`src/rtl/vscale_hazard_unit.sv`:
```
// Scoreboard-based register hazard, bypass select and in-flight tracking for the vscale pipeline.
// Tracks DEPTH post-issue stages; stage DEPTH drives the register-file write port.
module vscale_hazard_unit #(
    parameter int DEPTH      = 2,
    parameter int REG_ADDR_W = 5,
    parameter int LOAD_LAT   = 2,
    parameter int MUL_LAT    = 2,
    parameter int SEL_W      = $clog2(DEPTH + 1)
) (
    input  logic                  clk,
    input  logic                  reset_n,
    input  logic                  issue_valid,
    input  logic                  kill_DX,
    input  logic                  issue_wr,
    input  logic [REG_ADDR_W-1:0] issue_rd,
    input  logic [1:0]            issue_class,
    input  logic                  rs1_used,
    input  logic [REG_ADDR_W-1:0] rs1_addr,
    input  logic                  rs2_used,
    input  logic [REG_ADDR_W-1:0] rs2_addr,
    input  logic                  stall_ext,
    input  logic                  flush,
    output logic [SEL_W-1:0]      bypass_rs1_sel,
    output logic [SEL_W-1:0]      bypass_rs2_sel,
    output logic                  stall_DX,
    output logic                  wr_en_WB,
    output logic [REG_ADDR_W-1:0] wr_addr_WB,
    output logic [SEL_W-1:0]      inflight_count,
    output logic                  busy
);

    localparam logic [1:0] CLS_LOAD = 2'd1;
    localparam logic [1:0] CLS_LONG = 2'd2;

    // Array index i holds scoreboard stage i+1.
    logic [DEPTH-1:0]      r_valid;
    logic [DEPTH-1:0]      r_wr;
    logic [REG_ADDR_W-1:0] r_rd  [DEPTH];
    logic [1:0]            r_cls [DEPTH];
    logic [SEL_W-1:0]      r_count;

    logic [DEPTH-1:0]      w_ready;
    logic [DEPTH-1:0]      w_hit1;
    logic [DEPTH-1:0]      w_hit2;
    logic [SEL_W-1:0]      w_rs1_sel;
    logic [SEL_W-1:0]      w_rs2_sel;
    logic                  w_rs1_haz;
    logic                  w_rs2_haz;
    logic                  w_stall_dx;
    logic                  w_accept;
    logic                  w_leave;
    logic [SEL_W-1:0]      w_count_d;

    function automatic int class_lat(input logic [1:0] cls);
        int lat;
        case (cls)
            CLS_LOAD: lat = LOAD_LAT;
            CLS_LONG: lat = MUL_LAT;
            default:  lat = 1;
        endcase
        return lat;
    endfunction

    always_comb begin
        w_ready = '0;
        w_hit1  = '0;
        w_hit2  = '0;
        for (int i = 0; i < DEPTH; i++) begin
            w_ready[i] = ((i + 1) >= class_lat(r_cls[i]));
            w_hit1[i]  = r_valid[i] && r_wr[i] && (r_rd[i] == rs1_addr);
            w_hit2[i]  = r_valid[i] && r_wr[i] && (r_rd[i] == rs2_addr);
        end
    end

    // Scan oldest to youngest so the youngest match overrides.
    always_comb begin
        w_rs1_sel = '0;
        w_rs1_haz = 1'b0;
        if (rs1_used && (rs1_addr != '0)) begin
            for (int i = DEPTH - 1; i >= 0; i--) begin
                if (w_hit1[i]) begin
                    w_rs1_sel = w_ready[i] ? SEL_W'(i + 1) : '0;
                    w_rs1_haz = !w_ready[i];
                end
            end
        end
    end

    always_comb begin
        w_rs2_sel = '0;
        w_rs2_haz = 1'b0;
        if (rs2_used && (rs2_addr != '0)) begin
            for (int i = DEPTH - 1; i >= 0; i--) begin
                if (w_hit2[i]) begin
                    w_rs2_sel = w_ready[i] ? SEL_W'(i + 1) : '0;
                    w_rs2_haz = !w_ready[i];
                end
            end
        end
    end

    assign w_stall_dx = stall_ext || (issue_valid && (w_rs1_haz || w_rs2_haz));
    assign w_accept   = issue_valid && !kill_DX && !w_stall_dx && !flush;
    assign w_leave    = r_valid[DEPTH-1];

    always_comb begin
        w_count_d = r_count;
        if (w_accept && !w_leave) begin
            w_count_d = r_count + SEL_W'(1);
        end else if (!w_accept && w_leave) begin
            w_count_d = r_count - SEL_W'(1);
        end
    end

    always_ff @(posedge clk or negedge reset_n) begin
        if (!reset_n) begin
            r_valid <= '0;
            r_wr    <= '0;
            r_count <= '0;
            for (int i = 0; i < DEPTH; i++) begin
                r_rd[i]  <= '0;
                r_cls[i] <= '0;
            end
        end else if (flush) begin
            r_valid <= '0;
            r_count <= '0;
        end else if (!stall_ext) begin
            r_valid[0] <= w_accept;
            r_wr[0]    <= w_accept && issue_wr;
            r_rd[0]    <= issue_rd;
            r_cls[0]   <= issue_class;
            for (int i = 1; i < DEPTH; i++) begin
                r_valid[i] <= r_valid[i-1];
                r_wr[i]    <= r_wr[i-1];
                r_rd[i]    <= r_rd[i-1];
                r_cls[i]   <= r_cls[i-1];
            end
            r_count <= w_count_d;
        end
    end

    assign bypass_rs1_sel = w_rs1_sel;
    assign bypass_rs2_sel = w_rs2_sel;
    assign stall_DX       = w_stall_dx;
    // x0 writes are suppressed here so the register file never sees them.
    assign wr_en_WB       = r_valid[DEPTH-1] && r_wr[DEPTH-1] && (r_rd[DEPTH-1] != '0)
                            && !stall_ext && !flush;
    assign wr_addr_WB     = r_rd[DEPTH-1];
    assign inflight_count = r_count;
    assign busy           = (r_count != '0);

endmodule

```
`config.mk`:
```
export PLATFORM = sky130hd
export DESIGN_NAME = vscale_hazard_unit
export DESIGN_NICKNAME = d
export VERILOG_FILES = /design/src/rtl/vscale_hazard_unit.sv
export SDC_FILE = /design/constraint.sdc
export NUM_CORES = 1
export LEC_CHECK = 0
export ABC_AREA = 1
export CORE_ASPECT_RATIO = 2
export CORE_MARGIN = 2
export CORE_UTILIZATION = 41
export CTS_CLUSTER_DIAMETER = 50
export DETAILED_ROUTE_END_ITERATION = 8
export HOLD_SLACK_MARGIN = 0.1
export PLACE_DENSITY_LB_ADDON = 0.08
export REMOVE_ABC_BUFFERS = 1
export SLEW_MARGIN = 20
export SYNTH_ARGS = -nofsm -noshare
export SYNTH_HDL_FRONTEND = slang
export SYNTH_SLANG_ARGS = --single-unit
```
`constraint.sdc`:
```
create_clock -name clk -period 1.4 [get_ports clk]
set_input_delay 0.14 -clock clk [delete_from_list [all_inputs] [get_ports clk]]
set_output_delay 0.14 -clock clk [all_outputs]
set_load 0.1 [all_outputs]
```
# Word-level counts from Yosys, hierarchy flattened
# Index checks and enable logic that the tools add are counted.
[word_totals] word_cells=81 ramBits=0 inputBits=26 memories=0 latchBits=0 mem_bits_ro=0 reg_bits=20
[op_classes] mul=0 reduce_logical=37 order_cmp=2 n_eq_ne=9 n_bitwise=2 addsub=2 div_mod_pow=0 shift=0 mux=22
[op_table] cell="$ge 2x32->1 const A" count=1
[op_table] cell="$ge 3x32->1 const A" count=1
[op_table] cell="$mux 2" count=15
[op_table] cell="$eq 5x5->1" count=4
[op_table] cell="$logic_and 1x1->1" count=18
[op_table] cell="$reduce_bool 5->1" count=3
[op_table] cell="$logic_not 1->1" count=8
[op_table] cell="$mux 1" count=7
[op_table] cell="$eq 2x1->1 const B" count=2
[op_table] cell="$eq 2x2->1 const B" count=2
[op_table] cell="$reduce_and 2->1" count=2
[op_table] cell="$reduce_or 2->1" count=2
[op_table] cell="$reduce_bool 3->1" count=1
[op_table] cell="$add 2x1->2 const B" count=1
[op_table] cell="$logic_or 1x1->1" count=2
[op_table] cell="$ne 2x1->1 const B" count=1
[op_table] cell="$not 1->1" count=2
[op_table] cell="$reduce_bool 2->1" count=1
[op_table] cell="$sub 2x1->2 const B" count=1

# Logic depth before layout (Yosys ltp)
# Gate-level depths: netlist of run 1.
[depth] word_depth=20 ltp_mapped=14

# Worst setup path after synthesis of run 1
# Ideal clock, no wire load.
[synth_timing] kind="reg2out" startpoint="register r_rd (netlist bit wr_addr_WB[3])" endpoint="output bypass_rs1_sel[1]" stages_incl_launch_ff=7 slack_ns=-1.621 arrival_time_ns=2.881 cell_sequence="dfrtp_1 inv_1 or2_2 nand4_1 nor3_1 nand3_1 nor3_1"
[synth_between] elab_chain_cells=5
[synth_lines] item="from (decl)" line="38" rtl="logic [REG_ADDR_W-1:0] r_rd [DEPTH];"
[synth_lines] item="from (signal, indexed assignment)" line="135" rtl="r_rd[i] <= r_rd[i-1];"
[synth_lines] item="$eq 5x5->1" line="70" rtl="w_hit1[i] = r_valid[i] && r_wr[i] && (r_rd[i] == rs1_addr);"
[synth_lines] item="$logic_and 1x1->1" line="70"
[synth_lines] item="$mux 2 (2 in series)" line="81" rtl="if (w_hit1[i]) begin"
[synth_lines] item="$mux 2" line="79" rtl="if (rs1_used && (rs1_addr != '0)) begin"
[synth_lines] item="to (decl)" line="23" rtl="output logic [SEL_W-1:0] bypass_rs1_sel,"
# Every way passes these cells.

# Worst setup path after layout of run 1
[layout_timing] startpoint="register r_rd (netlist bit wr_addr_WB[2])" endpoint="output bypass_rs1_sel[1]"
# Same word-level chain as after synthesis.

==> impl_metrics.sql, run 1 <==
INSERT INTO impl_metrics (metric_group, metric, value, unit) VALUES
('outcome', 'outcome', 'finished with violations', ''),
('outcome', 'violated_checks', 'setup timing', ''),
('clocking', 'insertion_delay', '250', 'ps'),
('clocking', 'hold_buf_count_cts', '0', ''),
('grt', 'groute.usage.overall', '22.3', '%'),
('synthesis', 'synth_cells', '179', ''),
('clocking', 'clk_pin_slew_worst_paths', '70', 'ps'),
('sta', 'achievable-frequency', '557', 'MHz'),
('drt', 'detail_route.wl_per_cell', '13.5', 'um'),
('clocking', 'clock_tree.buffer_depth', '2', ''),
('worst_setup_path', 'cp_common_cell', 'sky130_fd_sc_hd__nor3_2', ''),
('worst_setup_path', 'cp_slowest_cell', 'sky130_fd_sc_hd__dfrtp_1', ''),
('floorplanning', 'core', '2940', 'sq um'),
('worst_setup_path', 'worst_path_dominant_cell_family', 'simple AND/OR/NAND/NOR gates', ''),
('pwr', 'vdd_ir_drop_max', '0.761', 'mV'),
('floorplanning', 'chipWidth', '43.2', 'um'),
('sta', 'setup_violations', '10', ''),
('worst_setup_path', 'slowest_delay', '420', 'ps'),
('pwr', 'power.share.switching', '37.8', '%'),
('placement', 'finalWeightedCongestion', '0.835', ''),
('layout', 'fraction_of_final_layout_cells_sized_beyond_drive_strength_1', '41.7', '%'),
('sta', 'min_period', '1790', 'ps'),
('sta', 'postLayoutSetupSlackWorst', '-395', 'ps'),
('worst_setup_path', 'critical_path.reg2reg.endpoint', 'inflight_count[1]$_DFFE_PN0P_', ''),
('job', 'cap_viol_max_count', '0', ''),
('placement', 'port_buffers', '39', ''),
('layout', 'n_antenna_cell', '0', ''),
('layout', 'multi_input_comb_area', '793', 'sq um'),
('synthesis', 'postSynthRegisterBits', '18', ''),
('sta', 'finalClockSkew', '5.24', 'ps'),
('grt', 'first_global_vias', '1399', ''),
('sta', 'finalMaxSlewViolations', '0', ''),
('synthesis', 'yosysTopAreaCell', 'sky130_fd_sc_hd__dfrtp_1', ''),
('drt', 'via_per_inst', '4.87', ''),
('worst_setup_path', 'critPathArrivalTime', '1650', 'ps'),
('worst_setup_path', 'critical_path.reg2reg.startpoint', 'r_rd[7]$_DFFE_PN0P_', ''),
('pwr', 'seq_power_share', '30.9', '%'),
('floorplanning', 'area_enclosed_by_the_die_boundary', '3560', 'sq um'),
('sta', 'grt_setup_unrepaired', 'yes', ''),
('pwr', 'power_report.internal_total', '1.28', 'mW'),
('clocking', 'cts.sinks', '18', ''),
('worst_setup_path', 'worstPathBufferInverterCount', '3', ''),
('pwr', 'power_density', '889', 'nW/um^2'),
('synthesis', 'syn_area', '1260', 'sq um'),
('drt', 'initialDrtViolationCount', '29', ''),
('layout', 'mostFrequentLayoutCell', 'sky130_fd_sc_hd__nand2_1', ''),
('drt', 'ant_nets', '0', ''),
('synthesis', 'ys.warnings.count', '0', ''),
('grt', 'grt_antenna_before_repair', '0', ''),
('worst_setup_path', 'r2r_cells', '13', ''),
('layout', 'area_growth', '84.6', '%'),
('floorplanning', 'floorplan.rows', '28', ''),
('worst_setup_path', 'endpoint_kind', 'primary output', ''),
('grt', 'largest_net_degree_at_the_start_of_global_routing', '22', ''),
('floorplanning', 'start_util', '42.8', '%'),
('layout', 'final_cell_count_no_fill', '289', ''),
('sta', 'setup_tns', '-2860', 'ps'),
('pwr', 'pwr-share-comb', '48.1', '%'),
('drt', 'drt_first_pass_iters', '4', ''),
('worst_setup_path', 'worst-endpoint-required', '1260', 'ps'),
('placement', 'dp.final_hpwl', '2890', 'um'),
('clocking', 'ctsHtreeMaxLevel', '1', ''),
('pwr', 'p_leak', '1.16', 'nW'),
('worst_setup_path', 'timing.critical_path.from_type', 'flip-flop', ''),
('synthesis', 'yosys.cell_types.count', '28', ''),
('clocking', 'cts_tree', 'yes', ''),
('placement', 'postPlaceCellArea', '2000', 'sq um'),
('sta', 'min_period_over_period', '128', '%'),
('grt', 'grt_first_pass_wirelength', '6040', 'um'),
('min_path', 'timing.hold.worst.class', 'primary input to async pin', ''),
('synthesis', 'netlist_top_cells_area', 'sky130_fd_sc_hd__dfrtp_1 36%, sky130_fd_sc_hd__nand2_1 18%, sky130_fd_sc_hd__inv_1 6.6%, sky130_fd_sc_hd__o21ai_0 4.8%, sky130_fd_sc_hd__xor2_1 3.5%', '');
## final cells by class
class | instances | share of cell area (%)
Clock buffer | 4 | 2.37
Multi-Input combinational cell | 127 | 34.1
Tap cell | 30 | 1.62
Sequential cell | 18 | 19.4
Inverter | 27 | 4.36
Timing Repair Buffer | 83 | 38.1
## power by group through the flow
stage / sequential, mW / combinational (mW) / clock, mW
6_report: 0.639 / 0.994 / 0.432
3_3_place_gp: 0.646 / 0.842 / 0
4_1_cts: 0.638 / 0.917 / 0.442
3_5_place_dp: 0.647 / 0.851 / 0
5_1_grt: 0.647 / 1.06 / 0.459
2_1_floorplan: 0.832 / 0.237 / 0
## cells by family (layout without fill, tap and decap cells)
family / after synthesis / after routing / share of synthesized area [%]
XOR/XNOR: 9 / 9 / 6.26
AND/OR/NAND/NOR: 98 / 98 / 37.0
AO/OA/AOI/OAI: 20 / 20 / 9.34
flip-flops: 18 / 18 / 35.8
buffers and inverters: 34 / 114 / 11.6
## worst max-delay path by stage
| stage | startpoint | to | cells after the start | slack, ps |
|---|---|---|---|---|
| after floorplan | wr_addr_WB[3]$_DFFE_PN0P_ | bypass_rs1_sel[1] | 6 | -2280 |
| after CTS | wr_addr_WB[2]$_DFFE_PN0P_ | bypass_rs2_sel[1] | 5 | -410 |
| final | wr_addr_WB[2]$_DFFE_PN0P_ | bypass_rs1_sel[1] | 8 | -390 |
| after global routing | wr_addr_WB[2]$_DFFE_PN0P_ | bypass_rs1_sel[1] | 8 | -480 |
| after global placement | rs1_addr[3] | bypass_rs1_sel[1] | 8 | -440 |
| after detailed placement | rs1_addr[3] | bypass_rs1_sel[1] | 8 | -460 |
## worst register-to-register path, cell delays in order (launching register included)
cell                      delay, ps
sky130_fd_sc_hd__dfrtp_1        430
sky130_fd_sc_hd__xor2_1         190
sky130_fd_sc_hd__nor2_2         160
sky130_fd_sc_hd__buf_4          130
sky130_fd_sc_hd__nand3_2         50
sky130_fd_sc_hd__nand2_2         80
sky130_fd_sc_hd__nand2_4         80
sky130_fd_sc_hd__buf_6          140
sky130_fd_sc_hd__nand2_4         70
sky130_fd_sc_hd__nand2_4         60
sky130_fd_sc_hd__nand3_2         60
sky130_fd_sc_hd__nand2_2         60
sky130_fd_sc_hd__nand2_1         60
sky130_fd_sc_hd__nand2_1         50
## flip-flops by register name, indices dropped and copies added, names as in the netlist
name	flops
inflight_count	2
r_valid	2
r_wr	2
r_rd	5
r_cls	2
wr_addr_WB	5
## per-layer routing
metal | vias to the layer above | global-route usage (%) | routed length (um)
met1 | 650 | 22.0 | 1380
met2 | 39 | 46.1 | 2340
met4 | 0 | 6.06 | 36
li1 | 714 | - | -
met5 | - | 0 | 0
met3 | 4 | 2.61 | 135
## synthesized netlist by cell type
cell and n:
sky130_fd_sc_hd__or2_2 4, sky130_fd_sc_hd__a21oi_2 1, sky130_fd_sc_hd__dfrtp_1 18, sky130_fd_sc_hd__xnor2_1 4, sky130_fd_sc_hd__nand4_1 2, sky130_fd_sc_hd__a32o_1 1, sky130_fd_sc_hd__o311ai_0 1, sky130_fd_sc_hd__nor2_1 8
sky130_fd_sc_hd__a21oi_1 3, sky130_fd_sc_hd__a221oi_1 1, sky130_fd_sc_hd__nor2b_1 1, sky130_fd_sc_hd__inv_2 5, sky130_fd_sc_hd__nand3_1 8, sky130_fd_sc_hd__xor2_1 5, sky130_fd_sc_hd__nor3_4 1, sky130_fd_sc_hd__nor2_4 1
sky130_fd_sc_hd__o22ai_1 1, sky130_fd_sc_hd__nand2_1 61, sky130_fd_sc_hd__nand3_2 3, sky130_fd_sc_hd__nor2_2 2, sky130_fd_sc_hd__inv_1 22, sky130_fd_sc_hd__o21ai_0 12, sky130_fd_sc_hd__buf_4 5, sky130_fd_sc_hd__nand3b_1 1
sky130_fd_sc_hd__clkbuf_1 2, sky130_fd_sc_hd__nand2_4 2, sky130_fd_sc_hd__nand2_2 2, sky130_fd_sc_hd__nor3_1 2
## per-stage QoR
step	setup slack (ps)	utilization (%)	total power [mW]	hold WS, ps
6_report	-395	79.0	2.06	214
3_3_place_gp	-439	67.9	1.49	459
4_1_cts	-412	73.0	2.00	227
3_5_place_dp	-460	67.9	1.50	463
5_1_grt	-479	79.0	2.16	243
2_1_floorplan	-2280	-	1.07	-156
## what timing repair did
action | 4_1_cts | 5_1_grt
setup buffers | 5 | 10
pin swaps | 5 | 12
setup endpoints to repair | 9 | 10
gates resized for setup | 20 | 27
No activity file was read; power rests on OpenSTA's default activity.
==> inputs of run 2 (changes only) <==
- RECOVER_POWER: unset -> 25
==> run 2 against run 1 <==
Compared with the run above:
- the flow still finishes with violations (setup timing)
- maximum frequency is the same
- worst hold slack gained 210 ps
- non-clock buffer count is the same
- clock skew is the same
- sequential share of layout area is essentially flat
- final cell count is the same
- sequential power is essentially flat
- worst setup slack is the same
- final area shrank 0.16%
- critical endpoint unchanged
- highest routed layer unchanged
==> impl_metrics.sql, run 2 (same netlist as run 1, synthesis figures left out) <==
INSERT INTO impl_metrics (metric_group, metric, value, unit) VALUES
('layout', 'multi_input_comb_area', '793', 'sq um'),
('layout', 'final_cell_count_no_fill', '289', ''),
('layout', 'final_cell_mix', '54 x sky130_fd_sc_hd__nand2_1, 38 x sky130_fd_sc_hd__buf_4, 21 x sky130_fd_sc_hd__clkdlybuf4s50_1, 18 x sky130_fd_sc_hd__dfrtp_1, 17 x sky130_fd_sc_hd__inv_1', ''),
('worst_setup_path', 'slowest_delay', '420', 'ps'),
('sta', 'setup_tns', '-2860', 'ps'),
('floorplanning', 'area_enclosed_by_the_die_boundary', '3560', 'sq um'),
('layout', 'area.sequential', '450', 'sq um'),
('pwr', 'fin_total_pwr', '2.06', 'mW'),
('layout', 'final_area', '2320', 'sq um'),
('clocking', 'clk_pin_slew_worst_paths', '70', 'ps'),
('pwr', 'power_density', '889', 'nW/um^2'),
('grt', 'grt_antenna_before_repair', '0', ''),
('floorplanning', 'core', '2940', 'sq um'),
('drt', 'ant_nets', '0', ''),
('worst_setup_path', 'timing.critical_path.cells', 'inv_2 > or2_2 > nand4_1 > nor3_2 > nand3_1 > nor3_2 > buf_4 > buf_12', ''),
('sta', 'report.final.hold_viol_count', '0', ''),
('drt', 'detail_route.wl_per_cell', '13.5', 'um'),
('clocking', 'ctsHtreeMaxLevel', '1', ''),
('layout', 'n_antenna_cell', '0', ''),
('clocking', 'cts_tree', 'yes', ''),
('grt', 'grt_first_pass_wirelength', '6040', 'um'),
('grt', 'largest_net_degree_at_the_start_of_global_routing', '22', ''),
('floorplanning', 'chipHeight', '82.4', 'um'),
('floorplanning', 'chipWidth', '43.2', 'um'),
('layout', 'mostFrequentLayoutCell', 'sky130_fd_sc_hd__nand2_1', ''),
('worst_setup_path', 'cp_slowest_cell', 'sky130_fd_sc_hd__dfrtp_1', ''),
('layout', 'fraction_of_final_layout_cells_sized_beyond_drive_strength_1', '41.3', '%'),
('outcome', 'outcome', 'finished with violations', ''),
('sta', 'min_period', '1790', 'ps'),
('floorplanning', 'start_util', '42.8', '%'),
('placement', 'finalWeightedCongestion', '0.835', ''),
('outcome', 'violated_checks', 'setup timing', ''),
('sta', 'finalClockSkew', '5.24', 'ps'),
('pwr', 'p_leak', '1.15', 'nW'),
('worst_setup_path', 'worstSetupPathDepth', '8', ''),
('floorplanning', 'ioPinCount', '40', ''),
('worst_setup_path', 'r2r_cells', '13', ''),
('sta', 'max-slew-margin-rel', '32.2', '%'),
('sta', 'finalMaxSlewViolations', '0', ''),
('placement', 'port_buffers', '39', ''),
('sta', 'postLayoutSetupSlackWorst', '-395', 'ps'),
('min_path', 'timing.hold.worst.class', 'primary input to flip-flop', ''),
('drt', 'vias', '1407', ''),
('layout', 'area_growth', '84.3', '%'),
('placement', 'dp.final_hpwl', '2890', 'um'),
('drt', 'drc', '0', ''),
('sta', 'max_slew.worst_pin.slew', '1020', 'ps'),
('worst_setup_path', 'worst_path_dominant_cell_family', 'simple AND/OR/NAND/NOR gates', ''),
('sta', 'grt_setup_unrepaired', 'yes', ''),
('clocking', 'clk_root_buffer_cell', 'sky130_fd_sc_hd__clkbuf_8', ''),
('clocking', 'cts_buffers', '3', ''),
('worst_setup_path', 'endpoint_kind', 'primary output', ''),
('clocking', 'clock_tree.buffer_depth', '2', ''),
('drt', 'drt_first_pass_iters', '4', ''),
('clocking', 'cts.sinks', '18', ''),
('sta', 'setup_violations', '10', ''),
('worst_setup_path', 'timing.critical_path.from_type', 'flip-flop', ''),
('sta', 'achievable-frequency', '557', 'MHz'),
('grt', 'first_global_vias', '1399', ''),
('placement', 'postPlaceCellArea', '2000', 'sq um'),
('pwr', 'vdd_ir_drop_max', '0.761', 'mV'),
('drt', 'routed_wirelength', '3890', 'um'),
('worst_setup_path', 'critPathArrivalTime', '1650', 'ps'),
('layout', 'fill_cells', '218', ''),
('grt', 'groute.usage.overall', '22.3', '%'),
('sta', 'min_period_over_period', '128', '%'),
('drt', 'via_per_inst', '4.87', ''),
('clocking', 'insertion_delay', '250', 'ps'),
('floorplanning', 'floorplan.rows', '28', ''),
('worst_setup_path', 'worst-endpoint-required', '1260', 'ps'),
('layout', 'final_nets', '286', ''),
('grt', 'grt_overflow_total', '0', ''),
('placement', 'numPlacedInstances', '270', ''),
('worst_setup_path', 'critPathKind', 'flip-flop to primary output', ''),
('job', 'cap_viol_max_count', '0', ''),
('worst_setup_path', 'worstPathBufferInverterCount', '3', ''),
('min_path', 'hold-path-cell-count', '3', ''),
('worst_setup_path', 'cp_common_cell', 'sky130_fd_sc_hd__nor3_2', ''),
('worst_setup_path', 'cp_max_fo', '4', ''),
('sta', 'final.hold.worst_slack', '423', 'ps'),
('drt', 'initialDrtViolationCount', '29', '');
## run 2: changes by cell type in the layout (fill, tap and decap cells not counted), sizes merged
cell    delta
clkbuf     +1
buf        -1
## run 2: what timing repair did
item                                   in CTS  in global routing
pin swaps                                   5                 12
gates resized for setup                    20                 27
hold buffers                                0                  0
setup buffers                               5                 10
endpoints found under the hold margin       0                  0
setup endpoints to repair                   9                 10
## run 2: layout make-up
cell class | count | share of cell area (%)
clock buffers | 4 | 2.37
inverters | 27 | 4.37
well taps | 30 | 1.62
flip-flops and latches | 18 | 19.4
multi-input cells | 127 | 34.2
repair buffers | 83 | 38.0
## run 2: worst paths after layout
check,from,to,slack [ps]
worst max-delay path,wr_addr_WB[2]$_DFFE_PN0P_,bypass_rs1_sel[1],-390
worst min-delay path,issue_rd[2],r_rd[7]$_DFFE_PN0P_,420
worst max register to register,r_rd[7]$_DFFE_PN0P_,inflight_count[1]$_DFFE_PN0P_,-310
worst min register to register,r_wr[1]$_DFFE_PN0P_,r_wr[1]$_DFFE_PN0P_,480
max in group asynchronous,reset_n,r_cls[3]$_DFFE_PN0P_,280
min in group asynchronous,reset_n,wr_addr_WB[4]$_DFFE_PN0P_,500
## run 2: power by group
group,internal [mW],switching [mW],total [mW],leakage [nW]
Sequential,0.578,0.0606,0.639,0.231
Clock,0.250,0.182,0.432,0.0288
Combinational,0.455,0.538,0.992,0.893
Total,1.28,0.781,2.06,1.15
## run 2: worst register-to-register path, delay by kind of cell, from the launching register on
kind                      cells  cell delay, ps
xor gates and xnor gates      1             190
DFF                           1             430
buffers and inverters         2             270
and+or+nand+nor              10             730
## run 2: per-stage QoR
step	util [%]	setup slack, ps
final	78.8	-395
after global routing	78.8	-479
after CTS	73.0	-412
after detailed placement	67.9	-460
after global placement	67.9	-439
after floorplan	-	-2280
## run 2: metal layers
metal	routed length (um)	up-vias	GRT usage [%]
met2	2340	39	46.1
met5	0	-	0
met1	1380	650	22.0
li1	-	714	-
met3	135	4	2.61
met4	36	0	6.06
==> inputs of run 3 (changes only) <==
- CAP_MARGIN: unset -> 0
- REMOVE_ABC_BUFFERS: 1 -> unset
==> run 3 against run 2 <==
Compared with the run above:
- the flow still finishes with violations (setup timing)
- first-iteration DRC count is 6.9% lower
- via count is 0.21% lower
- worst setup slack worse by 27 ps
- core utilization is 2.1 points lower
- final area is 2.6% lower
- final cell count is 3.1% lower
- die area stayed put
- highest routed layer unchanged
==> impl_metrics.sql, run 3 (same netlist as run 1, synthesis figures left out) <==
INSERT INTO impl_metrics (metric_group, metric, value, unit) VALUES
('outcome', 'outcome', 'finished with violations', ''),
('outcome', 'violated_checks', 'setup timing', ''),
('worst_setup_path', 'cp_max_fo', '4', ''),
('grt', 'groute.usage.overall', '22.5', '%'),
('clocking', 'ctsHtreeMaxLevel', '1', ''),
('layout', 'multi_input_comb_area', '805', 'sq um'),
('clocking', 'clk_root_buffer_cell', 'sky130_fd_sc_hd__clkbuf_8', ''),
('clocking', 'hold_buf_count_cts', '0', ''),
('pwr', 'power_density', '893', 'nW/um^2'),
('min_path', 'timing.hold.worst.class', 'primary input to flip-flop', ''),
('clocking', 'clock_tree.buffer_depth', '2', ''),
('worst_setup_path', 'r2r_setup_slk', '-280', 'ps'),
('clocking', 'clk_pin_slew_worst_paths', '70', 'ps'),
('sta', 'finalMaxSlewViolations', '0', ''),
('sta', 'setup_tns', '-2920', 'ps'),
('placement', 'finalWeightedCongestion', '0.970', ''),
('worst_setup_path', 'worst-endpoint-required', '1260', 'ps'),
('grt', 'grt_first_pass_wirelength', '6010', 'um'),
('floorplanning', 'floorplan.rows', '28', ''),
('drt', 'drc', '0', ''),
('sta', 'postLayoutSetupSlackWorst', '-422', 'ps'),
('worst_setup_path', 'timing.critical_path.from_type', 'flip-flop', ''),
('drt', 'detail_route.wl_per_cell', '13.1', 'um'),
('sta', 'max_slew.worst_pin.slew', '1040', 'ps'),
('worst_setup_path', 'endpoint_kind', 'primary output', ''),
('floorplanning', 'start_util', '42.8', '%'),
('floorplanning', 'area_enclosed_by_the_die_boundary', '3560', 'sq um'),
('job', 'cap_viol_max_count', '0', ''),
('layout', 'fraction_of_final_layout_cells_sized_beyond_drive_strength_1', '39.6', '%'),
('pwr', 'vdd_ir_drop_max', '0.680', 'mV'),
('sta', 'max-slew-margin-rel', '30.8', '%'),
('worst_setup_path', 'critPathArrivalTime', '1680', 'ps'),
('floorplanning', 'chipWidth', '43.2', 'um'),
('pwr', 'p_leak', '1.07', 'nW'),
('clocking', 'insertion_delay', '260', 'ps'),
('grt', 'first_global_vias', '1439', ''),
('placement', 'numPlacedInstances', '269', ''),
('layout', 'fill_cells', '225', ''),
('layout', 'final_cell_count_no_fill', '280', ''),
('sta', 'grt_setup_unrepaired', 'yes', ''),
('layout', 'area.sequential', '458', 'sq um'),
('drt', 'drt_first_pass_iters', '4', ''),
('worst_setup_path', 'worstSetupStartpoint', 'wr_addr_WB[2]$_DFFE_PN0P_', ''),
('floorplanning', 'core', '2940', 'sq um'),
('placement', 'pre_cts_ws', '-422', 'ps'),
('floorplanning', 'ioPinCount', '40', ''),
('placement', 'dp.final_hpwl', '2860', 'um'),
('layout', 'mostFrequentLayoutCell', 'sky130_fd_sc_hd__nand2_1', ''),
('worst_setup_path', 'critPathKind', 'flip-flop to primary output', ''),
('clocking', 'cts.sinks', '18', ''),
('grt', 'grt_overflow_total', '0', ''),
('sta', 'min_period', '1820', 'ps'),
('drt', 'initialDrtViolationCount', '27', ''),
('worst_setup_path', 'crit_end', 'bypass_rs2_sel[1]', ''),
('worst_setup_path', 'critical_path.reg2reg.startpoint', 'r_rd[8]$_DFFE_PN0P_', ''),
('placement', 'port_buffers', '39', ''),
('sta', 'report.final.hold_viol_count', '0', ''),
('grt', 'grt_antenna_before_repair', '0', ''),
('layout', 'n_antenna_cell', '0', ''),
('sta', 'final.hold.worst_slack', '430', 'ps'),
('sta', 'setup_violations', '10', ''),
('floorplanning', 'chipHeight', '82.4', 'um'),
('drt', 'via_per_inst', '5.01', ''),
('worst_setup_path', 'r2r_cells', '13', ''),
('synthesis', 'mappedNetlistNets', '205', ''),
('drt', 'ant_nets', '0', ''),
('drt', 'vias', '1404', ''),
('sta', 'finalClockSkew', '0.673', 'ps'),
('layout', 'area_growth', '79.4', '%'),
('drt', 'routed_wirelength', '3670', 'um'),
('worst_setup_path', 'critical_path.reg2reg.endpoint', 'inflight_count[0]$_DFFE_PN0P_', ''),
('clocking', 'cts_buffers', '3', ''),
('layout', 'final_cell_mix', '55 x sky130_fd_sc_hd__nand2_1, 30 x sky130_fd_sc_hd__buf_4, 23 x sky130_fd_sc_hd__clkdlybuf4s50_1, 18 x sky130_fd_sc_hd__inv_1, 16 x sky130_fd_sc_hd__dfrtp_1', ''),
('sta', 'min_period_over_period', '130', '%'),
('sta', 'achievable-frequency', '549', 'MHz'),
('pwr', 'fin_total_pwr', '2.02', 'mW'),
('layout', 'final_nets', '277', ''),
('grt', 'largest_net_degree_at_the_start_of_global_routing', '22', ''),
('clocking', 'cts_tree', 'yes', '');
==> run 3: cell type report <==
cell class	count	share of cell area, %
well taps	30	1.66
clock buffers	4	2.44
multi-input cells	127	35.6
inverters	27	4.49
repair buffers	74	35.5
flip-flops and latches	18	20.3
==> run 3: how the worst min path moves through the flow <==
stage                              from                   end  slack, ps  cells after the start
CTS                             reset_n   r_wr[0]$_DFFE_PN0P_        220                      2
global placement    r_wr[1]$_DFFE_PN0P_   r_wr[1]$_DFFE_PN0P_        460                      2
finish                   issue_class[0]  r_cls[2]$_DFFE_PN0P_        430                      3
global route             issue_class[0]  r_cls[2]$_DFFE_PN0P_        440                      3
floorplan                       reset_n  r_cls[2]$_DFFE_PN0P_       -160                      0
detailed placement  r_wr[1]$_DFFE_PN0P_   r_wr[1]$_DFFE_PN0P_        480                      2
==> run 3: worst max-delay path: stages (launching register included) <==
cell	delay (ps)
sky130_fd_sc_hd__dfrtp_1	430
sky130_fd_sc_hd__or2_4	250
sky130_fd_sc_hd__a221oi_2	240
sky130_fd_sc_hd__nand3_1	150
sky130_fd_sc_hd__a21oi_4	160
sky130_fd_sc_hd__buf_12	190
==> run 3: through the flow <==
stage | cell area [sq um] | util (%)
after floorplan | 1340 | -
after global placement | 2080 | 70.6
after detailed placement | 2080 | 70.6
after CTS | 2190 | 74.4
after global routing | 2260 | 76.7
final | 2260 | 76.7
==> run 3: timing repair <==
| action | in CTS | in global routing |
|---|---|---|
| pin swaps | 6 | 9 |
| setup endpoints to repair | 9 | 10 |
| setup buffers | 3 | 5 |
| gates resized for setup | 12 | 13 |
| gates cloned | 0 | 0 |
==> run 3: report_power, final <==
group	total, mW	switching [mW]	internal, mW
clock network	0.436	0.186	0.251
logic	0.935	0.518	0.418
registers	0.646	0.0657	0.580
==> run 3: per-layer routing <==
| layer | vias to the layer above | global-route usage, % | wire length [um] |
|---|---|---|---|
| met4 | 0 | 11.8 | 180 |
| met3 | 15 | 2.83 | 116 |
| met5 | - | 0 | 0 |
| met1 | 651 | 21.4 | 1270 |
| met2 | 45 | 44.3 | 2100 |
| li1 | 693 | - | - |
